**config.mk**
```make
export PLATFORM = sky130hd
export DESIGN_NAME = alu_uart_sequencer
export DESIGN_NICKNAME = d
export VERILOG_FILES = /design/src/rtl/alu_pkg.sv /design/src/rtl/alu_uart_sequencer_op_validator.sv /design/src/rtl/alu_uart_sequencer.sv
export SDC_FILE = /design/constraint.sdc
export NUM_CORES = 1
export LEC_CHECK = 0
export CORE_MARGIN = 3
export CORE_UTILIZATION = 48
export CTS_CLUSTER_DIAMETER = 30
export DETAILED_ROUTE_END_ITERATION = 10
export PLACE_DENSITY = 0.82
export SKIP_LAST_GASP = 1
export SYNTH_ARGS = -nofsm -noshare
export SYNTH_HDL_FRONTEND = slang
export SYNTH_SLANG_ARGS = --single-unit
```
**constraint.sdc**
```tcl
create_clock -name clk -period 4.3 [get_ports clk]
set_clock_uncertainty 0.2 [all_clocks]
set_input_delay 0.86 -clock clk [delete_from_list [all_inputs] [get_ports clk]]
set_output_delay 0.86 -clock clk [all_outputs]
set_load 0.02 [all_outputs]
```
**src/rtl/alu_pkg.sv**
```systemverilog
// Shared definitions for the ALU and its UART front-end: opcode values,
// sequencer state encoding and the byte returned for a rejected opcode.
package alu_pkg;

   localparam logic [5:0] ADD = 6'h20;
   localparam logic [5:0] SUB = 6'h22;
   localparam logic [5:0] AND = 6'h24;
   localparam logic [5:0] OR  = 6'h25;
   localparam logic [5:0] XOR = 6'h26;
   localparam logic [5:0] SRA = 6'h03;
   localparam logic [5:0] SRL = 6'h02;
   localparam logic [5:0] NOR = 6'h27;

   localparam logic [7:0] ERR_BYTE = 8'hEE;

   typedef enum logic [3:0] {
      WAIT_A,
      WAIT_B,
      WAIT_OP,
      EXEC,
      CAPTURE,
      SEND_LO,
      WAIT_LO,
      SEND_HI,
      WAIT_HI
   } seqState_t;

endpackage

```
**src/rtl/alu_uart_sequencer_op_validator.sv**
```systemverilog
// Combinational check that a received byte is one of the supported ALU opcodes.
module op_validator
   import alu_pkg::*;
(
   input  logic [7:0] opByte,
   output logic       opValid
);

   // The two bits above the 6-bit funct field must be clear for a legal opcode.
   always_comb begin
      opValid = 1'b0;
      if (opByte[7:6] == 2'b00) begin
         case (opByte[5:0])
            ADD, SUB, AND, OR, XOR, SRA, SRL, NOR: opValid = 1'b1;
            default:                               opValid = 1'b0;
         endcase
      end
   end

endmodule

```
**src/rtl/alu_uart_sequencer.sv**
```systemverilog
// Byte-stream front-end for the ALU: gathers A, B and opcode from the UART
// receiver, strobes them into the ALU and returns the 9-bit result as two bytes.
module alu_uart_sequencer
   import alu_pkg::*;
#(
   parameter int DATA_WIDTH = 8,
   parameter int OP_WIDTH   = 6
)(
   input  logic                  clk,
   input  logic                  reset,
   input  logic [7:0]            i_rx_data,
   input  logic                  i_rx_done,
   input  logic [DATA_WIDTH:0]   i_alu_result,
   input  logic                  i_alu_carry,
   input  logic                  i_tx_done,
   output logic [DATA_WIDTH-1:0] o_alu_a,
   output logic [DATA_WIDTH-1:0] o_alu_b,
   output logic [OP_WIDTH-1:0]   o_alu_op,
   output logic                  o_load_a,
   output logic                  o_load_b,
   output logic                  o_load_op,
   output logic [7:0]            o_tx_data,
   output logic                  o_tx_start,
   output logic                  o_busy,
   output logic                  o_op_error
);

   seqState_t state, nextState;

   logic       opValid;
   logic [7:0] hiByte;
   logic       txStart;

   op_validator opCheck (
      .opByte (i_rx_data),
      .opValid(opValid)
   );

   always_ff @(posedge clk or posedge reset) begin
      if (reset) state <= WAIT_A;
      else       state <= nextState;
   end

   // Received bytes are only honoured in the three collection states; a bad
   // opcode skips the low byte and goes straight to sending the error byte.
   always_comb begin
      nextState = state;
      txStart   = 1'b0;
      case (state)
         WAIT_A:  if (i_rx_done) nextState = WAIT_B;
         WAIT_B:  if (i_rx_done) nextState = WAIT_OP;
         WAIT_OP: if (i_rx_done) nextState = opValid ? EXEC : SEND_HI;
         EXEC:    nextState = CAPTURE;
         CAPTURE: nextState = SEND_LO;
         SEND_LO: begin
            txStart   = 1'b1;
            nextState = WAIT_LO;
         end
         WAIT_LO: if (i_tx_done) nextState = SEND_HI;
         SEND_HI: begin
            txStart   = 1'b1;
            nextState = WAIT_HI;
         end
         WAIT_HI: if (i_tx_done) nextState = WAIT_A;
         default: nextState = WAIT_A;
      endcase
   end

   // Operand/opcode registers and their strobes update together, so each
   // strobe is seen alongside the value it announces.
   always_ff @(posedge clk or posedge reset) begin
      if (reset) begin
         o_alu_a    <= '0;
         o_alu_b    <= '0;
         o_alu_op   <= '0;
         o_load_a   <= 1'b0;
         o_load_b   <= 1'b0;
         o_load_op  <= 1'b0;
         o_tx_data  <= 8'h00;
         o_op_error <= 1'b0;
         hiByte     <= 8'h00;
      end else begin
         o_load_a  <= 1'b0;
         o_load_b  <= 1'b0;
         o_load_op <= 1'b0;
         case (state)
            WAIT_A: if (i_rx_done) begin
               o_alu_a    <= DATA_WIDTH'(i_rx_data);
               o_load_a   <= 1'b1;
               o_op_error <= 1'b0;
            end
            WAIT_B: if (i_rx_done) begin
               o_alu_b  <= DATA_WIDTH'(i_rx_data);
               o_load_b <= 1'b1;
            end
            WAIT_OP: if (i_rx_done) begin
               if (opValid) begin
                  o_alu_op  <= OP_WIDTH'(i_rx_data);
                  o_load_op <= 1'b1;
               end else begin
                  o_op_error <= 1'b1;
                  o_tx_data  <= ERR_BYTE;
               end
            end
            CAPTURE: begin
               o_tx_data <= i_alu_result[7:0];
               hiByte    <= {6'b000000, i_alu_carry, i_alu_result[DATA_WIDTH]};
            end
            WAIT_LO: if (i_tx_done) o_tx_data <= hiByte;
            default: ;
         endcase
      end
   end

   assign o_tx_start = txStart;
   assign o_busy     = (state != WAIT_A);

endmodule
```
Yosys cells after proc, flatten, opt, wreduce, memory -nomap -nowiden
Cells that the tools add are included.
{"block": "totals", "output_inout_bits": 36, "ff_bits": 40, "rom_bits": 0, "mem_count": 0, "mem_bits_rw": 0, "latch_bits": 0, "elab_cells": 69, "in_bits": 22}
{"block": "op_classes", "n_shift": 0, "n_lt_le_gt_ge": 0, "mul": 0, "n_eq_ne": 22, "addsub": 0, "mux": 24, "div_mod_pow": 0, "reduce_logical": 13, "bitwise": 0}
{"cell": "$eq A6 B6 Y1 const B", "count": 6}
{"cell": "$pmux W4 S9", "count": 1}
{"cell": "$mux W8", "count": 3}
{"cell": "$pmux W8 S3", "count": 1}
{"cell": "$mux W4", "count": 5}
{"cell": "$eq A4 B3 Y1 const B", "count": 4}
{"cell": "$eq A6 B2 Y1 const B", "count": 2}
{"cell": "$mux W1", "count": 12}
{"cell": "$ne A2 B2 Y1 const B", "count": 6}
{"cell": "$eq A4 B2 Y1 const B", "count": 2}
{"cell": "$reduce_and A4 Y1", "count": 2}
{"cell": "$reduce_or A8 Y1", "count": 1}
{"cell": "$reduce_and A5 Y1", "count": 1}
{"cell": "$eq A4 B1 Y1 const B", "count": 1}
{"cell": "$eq A4 B4 Y1 const B", "count": 1}
{"cell": "$logic_not A4 Y1", "count": 1}
{"cell": "$reduce_and A2 Y1", "count": 2}
{"cell": "$reduce_bool A4 Y1", "count": 1}
{"cell": "$mux W3", "count": 1}
{"cell": "$reduce_and A3 Y1", "count": 1}
{"cell": "$reduce_bool A3 Y1", "count": 1}
{"cell": "$logic_not A2 Y1", "count": 1}
{"cell": "$pmux W1 S2", "count": 1}
{"cell": "$reduce_bool A2 Y1", "count": 1}
{"cell": "$reduce_or A2 Y1", "count": 1}

Longest topological paths before layout
{"block": "logic_depth", "depth_word": 7, "mapped_depth": 6, "mapped_depth_nobuf": 4}

By module
From an unflattened synthesis, not the netlist that was laid out.
{"block": "hier_totals", "hier_cells": 129, "area_unflattened_um2": 1697.9}
{"module": "alu_uart_sequencer", "area_per_inst_um2": 1664.1, "n_inst": 1, "seq_area_each_um2": 1001.0, "cells_per_inst": 125}
{"module": "op_validator", "area_per_inst_um2": 33.8, "n_inst": 1, "seq_area_each_um2": 0.0, "cells_per_inst": 4}

Worst setup path before layout
OpenSTA, ideal clock, no wires.
{"block": "synth_path", "kind": "input -> register", "startpoint": "in i_rx_data[3]", "endpoint": "reg o_alu_op[0]", "required_ps": 3975, "setup_ps": 125, "path_stages": 4, "setup_slack_ps": 2207, "t_arrival_ps": 1768, "n_path_buf": 1, "cell_sequence": "nor4_2 > o2111a_1 > buf_6 > mux2_4"}
{"block": "synth_between", "elab_chain_len": 5, "word_cells_on_any_way": 12, "cone_classes": "eq/ne: 8; mux: 2; reduce/logical: 2"}
{"element": "from (decl)", "line": "alu_uart_sequencer.sv:11", "source": "input logic [7:0] i_rx_data,"}
{"element": "$eq A6 B6 Y1 or $eq A6 B2 Y1 (tied branches)", "line": "alu_uart_sequencer_op_validator.sv:13", "source": "case (opByte[5:0])"}
{"element": "$reduce_or A8 Y1 *", "line": "alu_uart_sequencer_op_validator.sv:13"}
{"element": "$mux W1 *", "line": "alu_uart_sequencer_op_validator.sv:13"}
{"element": "$mux W1 *", "line": "alu_uart_sequencer_op_validator.sv:12", "source": "if (opByte[7:6] == 2'b00) begin"}
{"element": "$reduce_and A3 Y1 (no source line) *"}
{"element": "to (signal assigned)", "line": "alu_uart_sequencer.sv:98", "source": "o_alu_op <= OP_WIDTH'(i_rx_data);"}
{"element": "to (decl)", "line": "alu_uart_sequencer.sv:18", "source": "output logic [OP_WIDTH-1:0] o_alu_op,"}
Mark *: on every way between the ends. The rest lies on a longest branch, timed or not.
A chain may end at the register's enable or synchronous reset.

Worst setup path in the final report
{"block": "layout_path", "startpoint": "reg state[1]", "endpoint": "out o_busy"}
{"block": "layout_between", "elab_chain_len": 1}
{"element": "from (decl)", "line": "alu_uart_sequencer.sv:28", "source": "seqState_t state, nextState;"}
{"element": "from (signal assigned)", "line": "alu_uart_sequencer.sv:41", "source": "else state <= nextState;"}
{"element": "$reduce_bool A4 Y1", "line": "alu_uart_sequencer.sv:116", "source": "assign o_busy = (state != WAIT_A);"}
{"element": "to (decl)", "line": "alu_uart_sequencer.sv:24", "source": "output logic o_busy,"}
No other way between the ends.

==> results.txt <==
Status -> finished clean
Final core occ -> 73.3%
Critical path depth -> 3
CP arrival -> 1.98 ns
Worst hold slack -> 0.305 ns
Critical path cell sequence -> nor2_1 -> nand2_1 -> clkdlybuf4s50_1
Clock power share -> 11.6%
Syn-to-layout area delta -> 39.3%
Async set or reset register ratio after synthesis -> 100%
Vias per inst -> 5.21
# DRC -> 0
RSZ-0062 raised after global routing -> no
Worst VDD drop -> 0.418 mV
Startpoint class of the critical path -> register
Clk slew on worst S/H paths -> 0.11 ns
Internal Power -> 1.05 mW
Net count after synthesis -> 148
Switch Pwr -> 0.630 mW
Reg power frac -> 39.0%
Max-slew violations -> 0
List of most frequent post-synthesis cells -> dfrtp_1 (40), mux2_2 (18), nor2b_1 (9), nor2_1 (7), o22a_1 (7)
Top cell type's share of synthesized area -> 59.4%
Port bufs -> 57
EDFF count, synth -> 0
Vias in the first global route -> 1306
Routed Antenna Nets -> 0
Yosys warns -> 0
Pleak -> 1.02 nW
IO Count -> 58
Synth top area cells -> dfrtp_1 (59%), mux2_2 (12%), o22a_1 (3.6%)
Gr usage total -> 18.8%
Yosys top cell by area -> dfrtp_1
GP Congestion -> 0.732
Die Wd -> 65.3 um
Final period util -> 70.7%
Hpwl dp -> 2660 um
DRT Pass-1 Iters -> 4
Avg Cell Area, Syn -> 13.4 um^2
Synthesized area -> 0.00169 mm^2
Synth cell types -> 33
CP Buf/Inv Count -> 1
Sw Share -> 37.4%
Cells after Synth -> 126
Longest Clk Path Bufs -> 2
Top FF cell, synth -> dfrtp_1
Critical-path top delay cell -> dfrtp_1
Setup CP Type -> reg2out
Max H-tree Level -> 2
Nets -> 208
Post-DR wirelength/cell -> 15.2 um
Layout Cells excl Fill -> 231
Max-cap violations -> 0
Routed WL -> 3520 um
Final setup viols -> 0
Filler cell count in the final layout -> 259
Count of final hold-check violations -> 0
Hold-fix buffers, CTS -> 0
Die Y -> 65.3 um
Crit path max-delay family -> flip-flops
Sequential fraction of the synthesis area -> 59.4%
Initial antenna violation count -> 0
CORE AREA -> 0.00320 mm^2
Worst R2R Path Depth -> 3
Share of layout cells above drive strength 1 -> 18.2%
Total congestion overflow -> 0
CP Data Required Time -> 3.24 ns
FF-to-FF Start -> state[1]$_DFFE_PP0P_
Setup tns final -> 0 ns
Worst slew pin tran -> 0.541 ns
First-pass GRT wire length -> 6070 um
Worst Setup EP -> o_busy
# rows -> 20
Worst flop-to-flop path endpoint -> o_alu_op[1]$_DFFE_PP0P_
Maximum fanout along the worst path -> 19
Hold WC Path Type -> reg2reg
Period minus WS final -> 3.04 ns
Pwr Total -> 1.68 mW
1st-iter DRT viols -> 45
Comb pwr share -> 49.4%
F_max -> 0.329 GHz
Power per cell area -> 717 mW/mm^2
Inst Count DP -> 223
Hold Crit Depth -> 1
DIE AREA -> 0.00426 mm^2
Post-CTS setup buffer count -> 0
Clock root cell -> clkbuf_4
Critical Path End Type -> output pin
FF-to-FF setup slack -> 2.23 ns
Most common cell in the synthesized netlist -> dfrtp_1
Starting Density -> 52.6%
Delay of the slowest cell on the worst path -> 0.70 ns
Worst-Skew Late Latency -> 0.34 ns
Largest net degree at the start of global routing -> 41
CTS buffer count -> 5
CTS tree -> yes
Register bit total from synthesis -> 40
Slew HR -> 63.9%
Worst Setup SP -> state[1]$_DFFE_PP0P_
# resized after CTS -> 0
Via Count -> 1204
Ant diodes -> 0
Clock Sinks -> 40
metrics by stage:
step	setup slack (ns)	cell area (um^2)
floorplan	2.21	1690
global placement	1.56	2290
detailed placement	1.50	2290
CTS	1.22	2350
global route	1.11	2350
finish	1.26	2350
worst reg2reg max path, cell delays in order, from the launching register on:
cell,delay (ns)
dfrtp_1,0.70
and4b_1,0.31
o2111a_1,0.41
mux2_4,0.34
routing by layer:
| metal | wire [um] | vias up | track usage, % | share of wire [%] |
|---|---|---|---|---|
| li1 | - | 569 | - | - |
| met1 | 1490 | 598 | 22.9 | 42 |
| met2 | 1800 | 32 | 31.7 | 51 |
| met3 | 177 | 5 | 4.96 | 5.0 |
| met4 | 48 | 0 | 7.77 | 1.4 |
| met5 | 0 | - | 0 | 0 |
kinds of logic after synthesis:
group,count (synthesis),synth area share (%)
AOI/OAI and AO/OA,18,8.69
muxes,24,16.8
and+or+nand+nor,33,12.0
buffers and inverters,11,3.12
DFF,40,59.4
worst min-delay path by stage:
stage | to | from | slack [ns]
2_1_floorplan | hiByte[1]$_DFFE_PP0P_ | hiByte[1]$_DFFE_PP0P_ | 0.28
3_3_place_gp | o_op_error$_DFFE_PP0P_ | o_op_error$_DFFE_PP0P_ | 0.28
3_5_place_dp | o_op_error$_DFFE_PP0P_ | o_op_error$_DFFE_PP0P_ | 0.28
4_1_cts | o_op_error$_DFFE_PP0P_ | o_op_error$_DFFE_PP0P_ | 0.31
5_1_grt | o_tx_data[3]$_DFFE_PP0P_ | o_tx_data[3]$_DFFE_PP0P_ | 0.34
6_report | o_op_error$_DFFE_PP0P_ | o_op_error$_DFFE_PP0P_ | 0.30
cell usage in the layout, fill, tap and decap left out, types with 2 or more instances in the layout:
cell             synthesis  layout
clkdlybuf4s50_1          0      57
nand2_1                  3       3
a31oi_1                  2       2
inv_1                    6       6
clkbuf_1                 0       2
nand3_2                  2       2
o22a_1                   7       7
mux2_2                  18      18
nor2b_1                  9       9
clkbuf_4                 0       5
dfrtp_1                 40      40
nor4_1                   2       2
and2_1                   2       2
nor2_1                   7       7
mux2i_1                  2       2
mux2_4                   4       4
final cells by class:
type / count / area (um^2) / share of cell area [%]
inverter: 6 / 22.5 / 0.959
timing repair buffer: 58 / 578 / 24.6
clock buffer: 8 / 58.8 / 2.51
multi-input combinational: 75 / 632 / 26.9
tap: 44 / 55.1 / 2.35
sequential: 40 / 1000 / 42.6
power by group through the flow:
stage	Sequential (mW)	Combinational (mW)	Clock [mW]
after detailed placement	0.662	0.841	0
final	0.656	0.833	0.195
after floorplan	0.768	0.366	0
after global routing	0.682	0.894	0.219
after CTS	0.656	0.845	0.200
after global placement	0.651	0.823	0
flip-flops by register name, indices dropped and copies added, names as in the netlist:
signal,flops
o_op_error,1
o_alu_op,6
o_load_a,1
o_load_b,1
hiByte,2
o_tx_data,8
o_alu_b,8
o_alu_a,8
state,4
o_load_op,1
(Power assumes the default switching activity.)
